### src/rtl/bus_uart.sv
// Memory-mapped 8N1 UART: TX/RX FIFOs, programmable bit divider, sticky error flags.
// Read data is combinational from sel/bus_addr; writes land on the closing clock edge.
//
// state    | meaning (shared by TX and RX FSMs)
// ST_IDLE  | line idle; TX waits for FIFO data, RX waits for a falling edge
// ST_START | start bit in progress (RX: half-bit wait, then glitch check)
// ST_DATA  | 8 data bits, LSB first
// ST_STOP  | stop bit; RX decides push / overrun / frame error here
module bus_uart #(
  parameter int TX_DEPTH  = 8,
  parameter int RX_DEPTH  = 4,
  parameter int DIV_RESET = 867
) (
  input  logic        clock,
  input  logic        reset,
  input  logic        sel,
  input  logic [1:0]  bus_addr,
  input  logic [31:0] bus_data_w,
  input  logic [3:0]  bus_mask_w,
  output logic [31:0] bus_data_r,
  input  logic        uart_rx,
  output logic        uart_tx
);

  localparam int TPW = $clog2(TX_DEPTH);
  localparam int TCW = $clog2(TX_DEPTH + 1);
  localparam int RPW = $clog2(RX_DEPTH);
  localparam int RCW = $clog2(RX_DEPTH + 1);
  localparam logic [TCW-1:0] TX_FULL_CNT = TCW'(TX_DEPTH);
  localparam logic [RCW-1:0] RX_FULL_CNT = RCW'(RX_DEPTH);

  typedef enum logic [1:0] {ST_IDLE, ST_START, ST_DATA, ST_STOP} uart_state_t;

  logic        wr_cyc, rd_cyc;
  logic [15:0] divider;
  logic        rx_overrun, tx_drop, rx_frame_err;
  logic        unused_ok;

  assign wr_cyc    = sel && (bus_mask_w != 4'b0000);
  assign rd_cyc    = sel && (bus_mask_w == 4'b0000);
  assign unused_ok = &{1'b0, bus_data_w[31:16]};

  // ---------------- TX FIFO ----------------
  logic [7:0]     tx_mem [TX_DEPTH];
  logic [TPW-1:0] tx_wptr, tx_rptr;
  logic [TCW-1:0] tx_count;
  logic           tx_full, tx_empty, tx_push_req, tx_push, tx_pop, tx_drop_evt;

  assign tx_full     = (tx_count == TX_FULL_CNT);
  assign tx_empty    = (tx_count == '0);
  assign tx_push_req = wr_cyc && (bus_addr == 2'd0) && bus_mask_w[0];
  assign tx_push     = tx_push_req && !tx_full;
  assign tx_drop_evt = tx_push_req && tx_full;

  always_ff @(posedge clock) begin
    if (tx_push) tx_mem[tx_wptr] <= bus_data_w[7:0];
  end

  always_ff @(posedge clock) begin
    if (reset) begin
      tx_wptr  <= '0;
      tx_rptr  <= '0;
      tx_count <= '0;
    end else begin
      if (tx_push) tx_wptr <= tx_wptr + TPW'(1);
      if (tx_pop)  tx_rptr <= tx_rptr + TPW'(1);
      tx_count <= tx_count + TCW'(tx_push) - TCW'(tx_pop);
    end
  end

  // ---------------- TX FSM ----------------
  uart_state_t tx_state, tx_state_n;
  logic [15:0] tx_cnt, tx_cnt_n;
  logic [2:0]  tx_idx, tx_idx_n;
  logic [7:0]  tx_shift, tx_shift_n;
  logic        tx_line, tx_line_n;
  logic        tx_busy;

  assign tx_busy = (tx_state != ST_IDLE);
  assign uart_tx = tx_line;

  always_ff @(posedge clock) begin
    if (reset) begin
      tx_state <= ST_IDLE;
      tx_cnt   <= '0;
      tx_idx   <= '0;
      tx_shift <= '0;
      tx_line  <= 1'b1;
    end else begin
      tx_state <= tx_state_n;
      tx_cnt   <= tx_cnt_n;
      tx_idx   <= tx_idx_n;
      tx_shift <= tx_shift_n;
      tx_line  <= tx_line_n;
    end
  end

  always_comb begin
    tx_state_n = tx_state;
    tx_cnt_n   = tx_cnt;
    tx_idx_n   = tx_idx;
    tx_shift_n = tx_shift;
    tx_pop     = 1'b0;
    tx_line_n  = 1'b1;
    case (tx_state)
      ST_IDLE: begin
        if (!tx_empty) begin
          tx_pop     = 1'b1;
          tx_shift_n = tx_mem[tx_rptr];
          tx_cnt_n   = divider;
          tx_state_n = ST_START;
        end
      end
      ST_START: begin
        if (tx_cnt == 16'd0) begin
          tx_cnt_n   = divider;
          tx_idx_n   = 3'd0;
          tx_state_n = ST_DATA;
        end else begin
          tx_cnt_n = tx_cnt - 16'd1;
        end
      end
      ST_DATA: begin
        if (tx_cnt == 16'd0) begin
          tx_cnt_n = divider;
          if (tx_idx == 3'd7) begin
            tx_state_n = ST_STOP;
          end else begin
            tx_idx_n   = tx_idx + 3'd1;
            tx_shift_n = {1'b0, tx_shift[7:1]};
          end
        end else begin
          tx_cnt_n = tx_cnt - 16'd1;
        end
      end
      ST_STOP: begin
        if (tx_cnt == 16'd0) tx_state_n = ST_IDLE;
        else                 tx_cnt_n   = tx_cnt - 16'd1;
      end
      default: tx_state_n = ST_IDLE;
    endcase
    // Line is registered from the next state so uart_tx never glitches.
    case (tx_state_n)
      ST_START: tx_line_n = 1'b0;
      ST_DATA:  tx_line_n = tx_shift_n[0];
      default:  tx_line_n = 1'b1;
    endcase
  end

  // ---------------- RX synchronizer and FSM ----------------
  logic        rx_s1, rx_s2, rx_prev;
  uart_state_t rx_state, rx_state_n;
  logic [15:0] rx_cnt, rx_cnt_n;
  logic [2:0]  rx_idx, rx_idx_n;
  logic [7:0]  rx_shift, rx_shift_n;
  logic        rx_done, rx_frame_evt;

  always_ff @(posedge clock) begin
    if (reset) begin
      rx_s1    <= 1'b1;
      rx_s2    <= 1'b1;
      rx_prev  <= 1'b1;
      rx_state <= ST_IDLE;
      rx_cnt   <= '0;
      rx_idx   <= '0;
      rx_shift <= '0;
    end else begin
      rx_s1    <= uart_rx;
      rx_s2    <= rx_s1;
      rx_prev  <= rx_s2;
      rx_state <= rx_state_n;
      rx_cnt   <= rx_cnt_n;
      rx_idx   <= rx_idx_n;
      rx_shift <= rx_shift_n;
    end
  end

  always_comb begin
    rx_state_n   = rx_state;
    rx_cnt_n     = rx_cnt;
    rx_idx_n     = rx_idx;
    rx_shift_n   = rx_shift;
    rx_done      = 1'b0;
    rx_frame_evt = 1'b0;
    case (rx_state)
      ST_IDLE: begin
        if (rx_prev && !rx_s2) begin
          rx_cnt_n   = divider >> 1;
          rx_state_n = ST_START;
        end
      end
      ST_START: begin
        if (rx_cnt == 16'd0) begin
          if (!rx_s2) begin
            rx_cnt_n   = divider;
            rx_idx_n   = 3'd0;
            rx_state_n = ST_DATA;
          end else begin
            rx_state_n = ST_IDLE;
          end
        end else begin
          rx_cnt_n = rx_cnt - 16'd1;
        end
      end
      ST_DATA: begin
        if (rx_cnt == 16'd0) begin
          rx_shift_n = {rx_s2, rx_shift[7:1]};
          rx_cnt_n   = divider;
          if (rx_idx == 3'd7) rx_state_n = ST_STOP;
          else                rx_idx_n   = rx_idx + 3'd1;
        end else begin
          rx_cnt_n = rx_cnt - 16'd1;
        end
      end
      ST_STOP: begin
        if (rx_cnt == 16'd0) begin
          rx_state_n   = ST_IDLE;
          rx_done      = rx_s2;
          rx_frame_evt = !rx_s2;
        end else begin
          rx_cnt_n = rx_cnt - 16'd1;
        end
      end
      default: rx_state_n = ST_IDLE;
    endcase
  end

  // ---------------- RX FIFO ----------------
  logic [7:0]     rx_mem [RX_DEPTH];
  logic [RPW-1:0] rx_wptr, rx_rptr;
  logic [RCW-1:0] rx_count;
  logic           rx_full, rx_valid, rx_push, rx_pop, rx_overrun_evt;

  assign rx_full        = (rx_count == RX_FULL_CNT);
  assign rx_valid       = (rx_count != '0);
  assign rx_push        = rx_done && !rx_full;
  assign rx_overrun_evt = rx_done && rx_full;
  assign rx_pop         = rd_cyc && (bus_addr == 2'd1) && rx_valid;

  always_ff @(posedge clock) begin
    if (rx_push) rx_mem[rx_wptr] <= rx_shift;
  end

  always_ff @(posedge clock) begin
    if (reset) begin
      rx_wptr  <= '0;
      rx_rptr  <= '0;
      rx_count <= '0;
    end else begin
      if (rx_push) rx_wptr <= rx_wptr + RPW'(1);
      if (rx_pop)  rx_rptr <= rx_rptr + RPW'(1);
      rx_count <= rx_count + RCW'(rx_push) - RCW'(rx_pop);
    end
  end

  // ---------------- Registers and flags ----------------
  logic status_wr, div_wr;

  assign status_wr = wr_cyc && (bus_addr == 2'd2) && bus_mask_w[0];
  assign div_wr    = wr_cyc && (bus_addr == 2'd3);

  always_ff @(posedge clock) begin
    if (reset) begin
      divider      <= 16'(DIV_RESET);
      rx_overrun   <= 1'b0;
      tx_drop      <= 1'b0;
      rx_frame_err <= 1'b0;
    end else begin
      if (div_wr && bus_mask_w[0]) divider[7:0]  <= bus_data_w[7:0];
      if (div_wr && bus_mask_w[1]) divider[15:8] <= bus_data_w[15:8];
      // A new event wins over a same-cycle clear.
      rx_overrun   <= (rx_overrun   && !(status_wr && bus_data_w[4])) || rx_overrun_evt;
      tx_drop      <= (tx_drop      && !(status_wr && bus_data_w[5])) || tx_drop_evt;
      rx_frame_err <= (rx_frame_err && !(status_wr && bus_data_w[6])) || rx_frame_evt;
    end
  end

  always_comb begin
    bus_data_r = '0;
    if (sel) begin
      case (bus_addr)
        2'd1: if (rx_valid) bus_data_r = {1'b1, 23'b0, rx_mem[rx_rptr]};
        2'd2: bus_data_r = {25'b0, rx_frame_err, tx_drop, rx_overrun,
                            tx_busy, rx_valid, tx_empty, tx_full};
        2'd3: bus_data_r = {16'b0, divider};
        default: bus_data_r = '0;
      endcase
    end
  end

endmodule

### config.mk
export PLATFORM = sky130hd
export DESIGN_NAME = bus_uart
export DESIGN_NICKNAME = d
export VERILOG_FILES = /design/src/rtl/bus_uart.sv
export SDC_FILE = /design/constraint.sdc
export NUM_CORES = 1
export LEC_CHECK = 0
export BUFFER_PORTS_ARGS = -buffer_cell sky130_fd_sc_hd__clkbuf_2
export CELL_PAD_IN_SITES_DETAIL_PLACEMENT = 0
export CELL_PAD_IN_SITES_GLOBAL_PLACEMENT = 1
export CORE_ASPECT_RATIO = 0.6
export CORE_UTILIZATION = 45
export DETAILED_ROUTE_END_ITERATION = 8
export PLACE_DENSITY_LB_ADDON = 0.1
export SYNTH_ARGS = -nofsm -noshare
export SYNTH_HDL_FRONTEND = slang
export SYNTH_SLANG_ARGS = --single-unit
export TNS_END_PERCENT = 10
### constraint.sdc
create_clock -name clock -period 3.2 [get_ports clock]
set_input_delay 0.16 -clock clock [delete_from_list [all_inputs] [get_ports clock]]
set_output_delay 0.16 -clock clock [all_outputs]
set_load 0.05 [all_outputs]
==> results.tsv <==
stage	metric	value	unit
status	status	complete, but fails checks	
status	failing checks	design-rule violations	
cts	CTS H-tree lvls	4	
power_and_ir_drop	leakage	3.98	nW
cts	CTS tree	done	
cts	CTS Sinks	199	
cts	Max Buffers Root-to-Sink	2	
floorplan	Initial Util	0.462	
setup_path	CP Launch Type	flip-flop	
grt	vias in the first global route	6628	
sta	final hold vios	0	
route	uppermost layer routed	met4	
place	RePlAce Congestion	0.829	
layout	final net count	1025	
setup_path	worst-path fanout max	6	
setup_path	reg2reg end	rx_count[2]$_SDFF_PP0_	
synth	#FFs+latches synth	199	
synth	Main synth FF type	dfxtp_1	
route	final wirelength	23.8	mm
layout	Final Util	0.518	
setup_path	reg2reg path depth	13	
synth	leading area contributor after synthesis	edfxtp_1	
synth	top-count cell post-synth	dfxtp_1	
grt	GRT Resource Usage Total	0.222	
hold_path	start point of the worst hold path	bus_data_w[1]	
layout	Layout area overhead	12.2	%
synth	EDFF count, synth	96	
setup_path	r2r setup slk	0.31	ns
cts	root buf cell	clkbuf_16	
floorplan	Die Footprint	22400	µm²
route	metal2 WL	9.93	mm
synth	synth cell count leaders	dfxtp_1 (103), nand2_1 (97), edfxtp_1 (96), a21oi_1 (66), nor2_1 (62)	
synth	Synth top area share	0.295	
grt	GRT overflow	0	
setup_path	Data required, critical path	3.52	ns
cts	CTS clk-pin slew, worst paths	0.08	ns
floorplan	die width	192	µm
route	detailed-route via count	7081	
floorplan	Core Area	21200	µm²
sta	final setup margin	0.312	ns
sta	fmax	346	MHz
cts	CTS buffer count	17	
sta	Slew Viols, Final	0	
route	Post-route DRC	10	
synth	sequential area share after synthesis	0.505	
hold_path	HP Class	input port to flip-flop	
grt	initial antenna violation count	0	
sta	skew final	0.0103	ns
synth	Synth async-reset ratio	0	
floorplan	Die H	116	µm
hold_path	hold depth	1	
sta	period utilization	0.903	
cts	hold buffer count at cts	9	
synth	Synth Instances	902	
route	Antenna Nets Post-Route	0	
layout	Ant. Diodes	0	
place	post-DP HPWL	16.5	mm
cts	Clk Latency, worst-skew pair	0.45	ns
route	wire length per cell	19.2	µm
grt	largest net degree at the start of global routing	68	
sta	Final setup viols	0	
synth	cells taking the most area after synthesis	edfxtp_1 (29%), dfxtp_1 (21%), mux4_2 (5.3%), ha_1 (4.1%), nand2_1 (3.7%)	
synth	Post-Syn Area	9790	µm²
synth	Synth Warn #	0	
sta	Worst-Margin Slew	0.936	ns
grt	first-pass GRT wire length	37.1	mm
route	1st-pass router iterations	8	
route	M1 wire length	11.9	mm
setup_path	Setup CP Type	flip-flop to flip-flop	
power_and_ir_drop	power per cell area	800	nW/µm²
route	initial DRC count	528	
sta	min cycle time layout	2.89	ns
sta	relative slew slack	0.376	
place	Place WS	0.361	ns
place	PortBufs	43	
route	DR vias/cell	5.71	
run	MaxCap Viol Count	0	
setup_path	crit end category	flip-flop	
power_and_ir_drop	Tot Pwr	8.78	mW
cts	# Post-CTS Setup Buffers	0	
synth	Mean Syn Cell Area	10.8	µm²
floorplan	# rows	41	
synth	Unique masters post-synth	76	
floorplan	I/O pin cnt	75	
route	DR WL met3	1.71	mm
hold_path	Hold Path End	tx_mem[4][1]$_DFFE_PP_	
setup_path	Worst EP arrival	3.21	ns
layout	fillers	1874	
sta	unrepaired setup endpoints after global routing	no	
setup_path	worst r2r src	rx_cnt[0]$_SDFFE_PP0P_	
sta	setup TNS	0	ns
cts	Resized cells post-CTS	0	
power_and_ir_drop	worst vdd ir	0.000436	V
layout	fraction of layout cells with a size suffix above 1	0.167	
-- registers in the layout, summed over array words and instances, names as in the netlist, 2 cells and up, named ones only --
name and count:
tx_idx 3, tx_count 4, rx_wptr 2, tx_mem 64, rx_shift 8, tx_cnt 16, tx_shift 8, tx_wptr 3
tx_rptr 3, rx_mem 32, rx_count 3, rx_rptr 2, tx_state 2, divider 16, rx_idx 3, rx_cnt 16
-- logic make-up after synthesis --
family / synth area share
and+or+nand+nor: 0.171
DFF: 0.505
AOI/OAI and AO/OA: 0.130
buffers and inverters: 0.0518
muxes: 0.0743
adders and majority gates: 0.0450
xor gates and xnor gates: 0.0222
other: 0.000383
-- cells in the final DEF (no fill, tap or decap), types with 17 or more instances in the layout --
cell,Yosys,layout
dfxtp_1,103,103
nand2_1,97,97
edfxtp_1,96,96
a21oi_1,66,66
nor2_1,62,62
clkbuf_2,0,42
inv_1,40,40
ha_1,32,32
buf_4,17,29
nor3_1,24,24
mux4_2,23,23
nor2b_1,18,18
nand3b_1,18,18
clkbuf_16,0,18
and2_1,17,17
a22oi_1,17,17
o21ai_0,17,17
-- power breakdown --
part | internal [mW] | switching [mW]
sequential | 2.86 | 0.222
combinational | 1.38 | 2.04
clock | 1.25 | 1.04
total | 5.48 | 3.30
-- per-layer routing --
layer / up-vias / track usage
met4: 0 / 0.0635
li1: 3358 / -
met5: - / 0
met1: 3461 / 0.337
met3: 18 / 0.0496
met2: 244 / 0.317
-- how the worst max path moves through the flow --
stage,startpoint,to,depth (start not counted)
after floorplan,rx_count[1]$_SDFF_PP0_,rx_count[1]$_SDFF_PP0_,8
after global placement,rx_cnt[0]$_SDFFE_PP0P_,rx_count[2]$_SDFF_PP0_,13
after detailed placement,rx_cnt[0]$_SDFFE_PP0P_,rx_count[2]$_SDFF_PP0_,13
after CTS,rx_cnt[0]$_SDFFE_PP0P_,rx_count[2]$_SDFF_PP0_,13
after global routing,rx_cnt[0]$_SDFFE_PP0P_,rx_count[2]$_SDFF_PP0_,13
final,rx_cnt[0]$_SDFFE_PP0P_,rx_count[2]$_SDFF_PP0_,13
-- layout make-up --
class,count,area [µm²],area share
Inverter,41,154,0.0140
Clock buffer,20,468,0.0426
Multi-Input combinational cell,610,4390,0.400
Tap cell,279,349,0.0318
Sequential cell,199,4940,0.450
Timing Repair Buffer,80,518,0.0472
Clock inverter,12,156,0.0142
-- worst max-delay path, cell delays in order (launching register included) --
cell and delay, ns:
dfxtp_1 0.36, inv_1 0.10, ha_1 0.15, nor4b_1 0.37
and4_1 0.32, nand2_1 0.13, nor3b_4 0.21, inv_1 0.06
ha_1 0.27, inv_1 0.04, ha_1 0.18, fa_1 0.37
xnor2_1 0.16, nor2_1 0.05
-- metrics by stage --
step	area, µm²	instances	hold slack (ns)
final	11000	1241	0.0124
after global routing	11000	1241	0.00126
after CTS	11000	1241	0.00476
after detailed placement	10300	1200	0.347
after global placement	10300	1200	0.343
after floorplan	9840	916	0.259
Power figures use the tool's default switching activity.
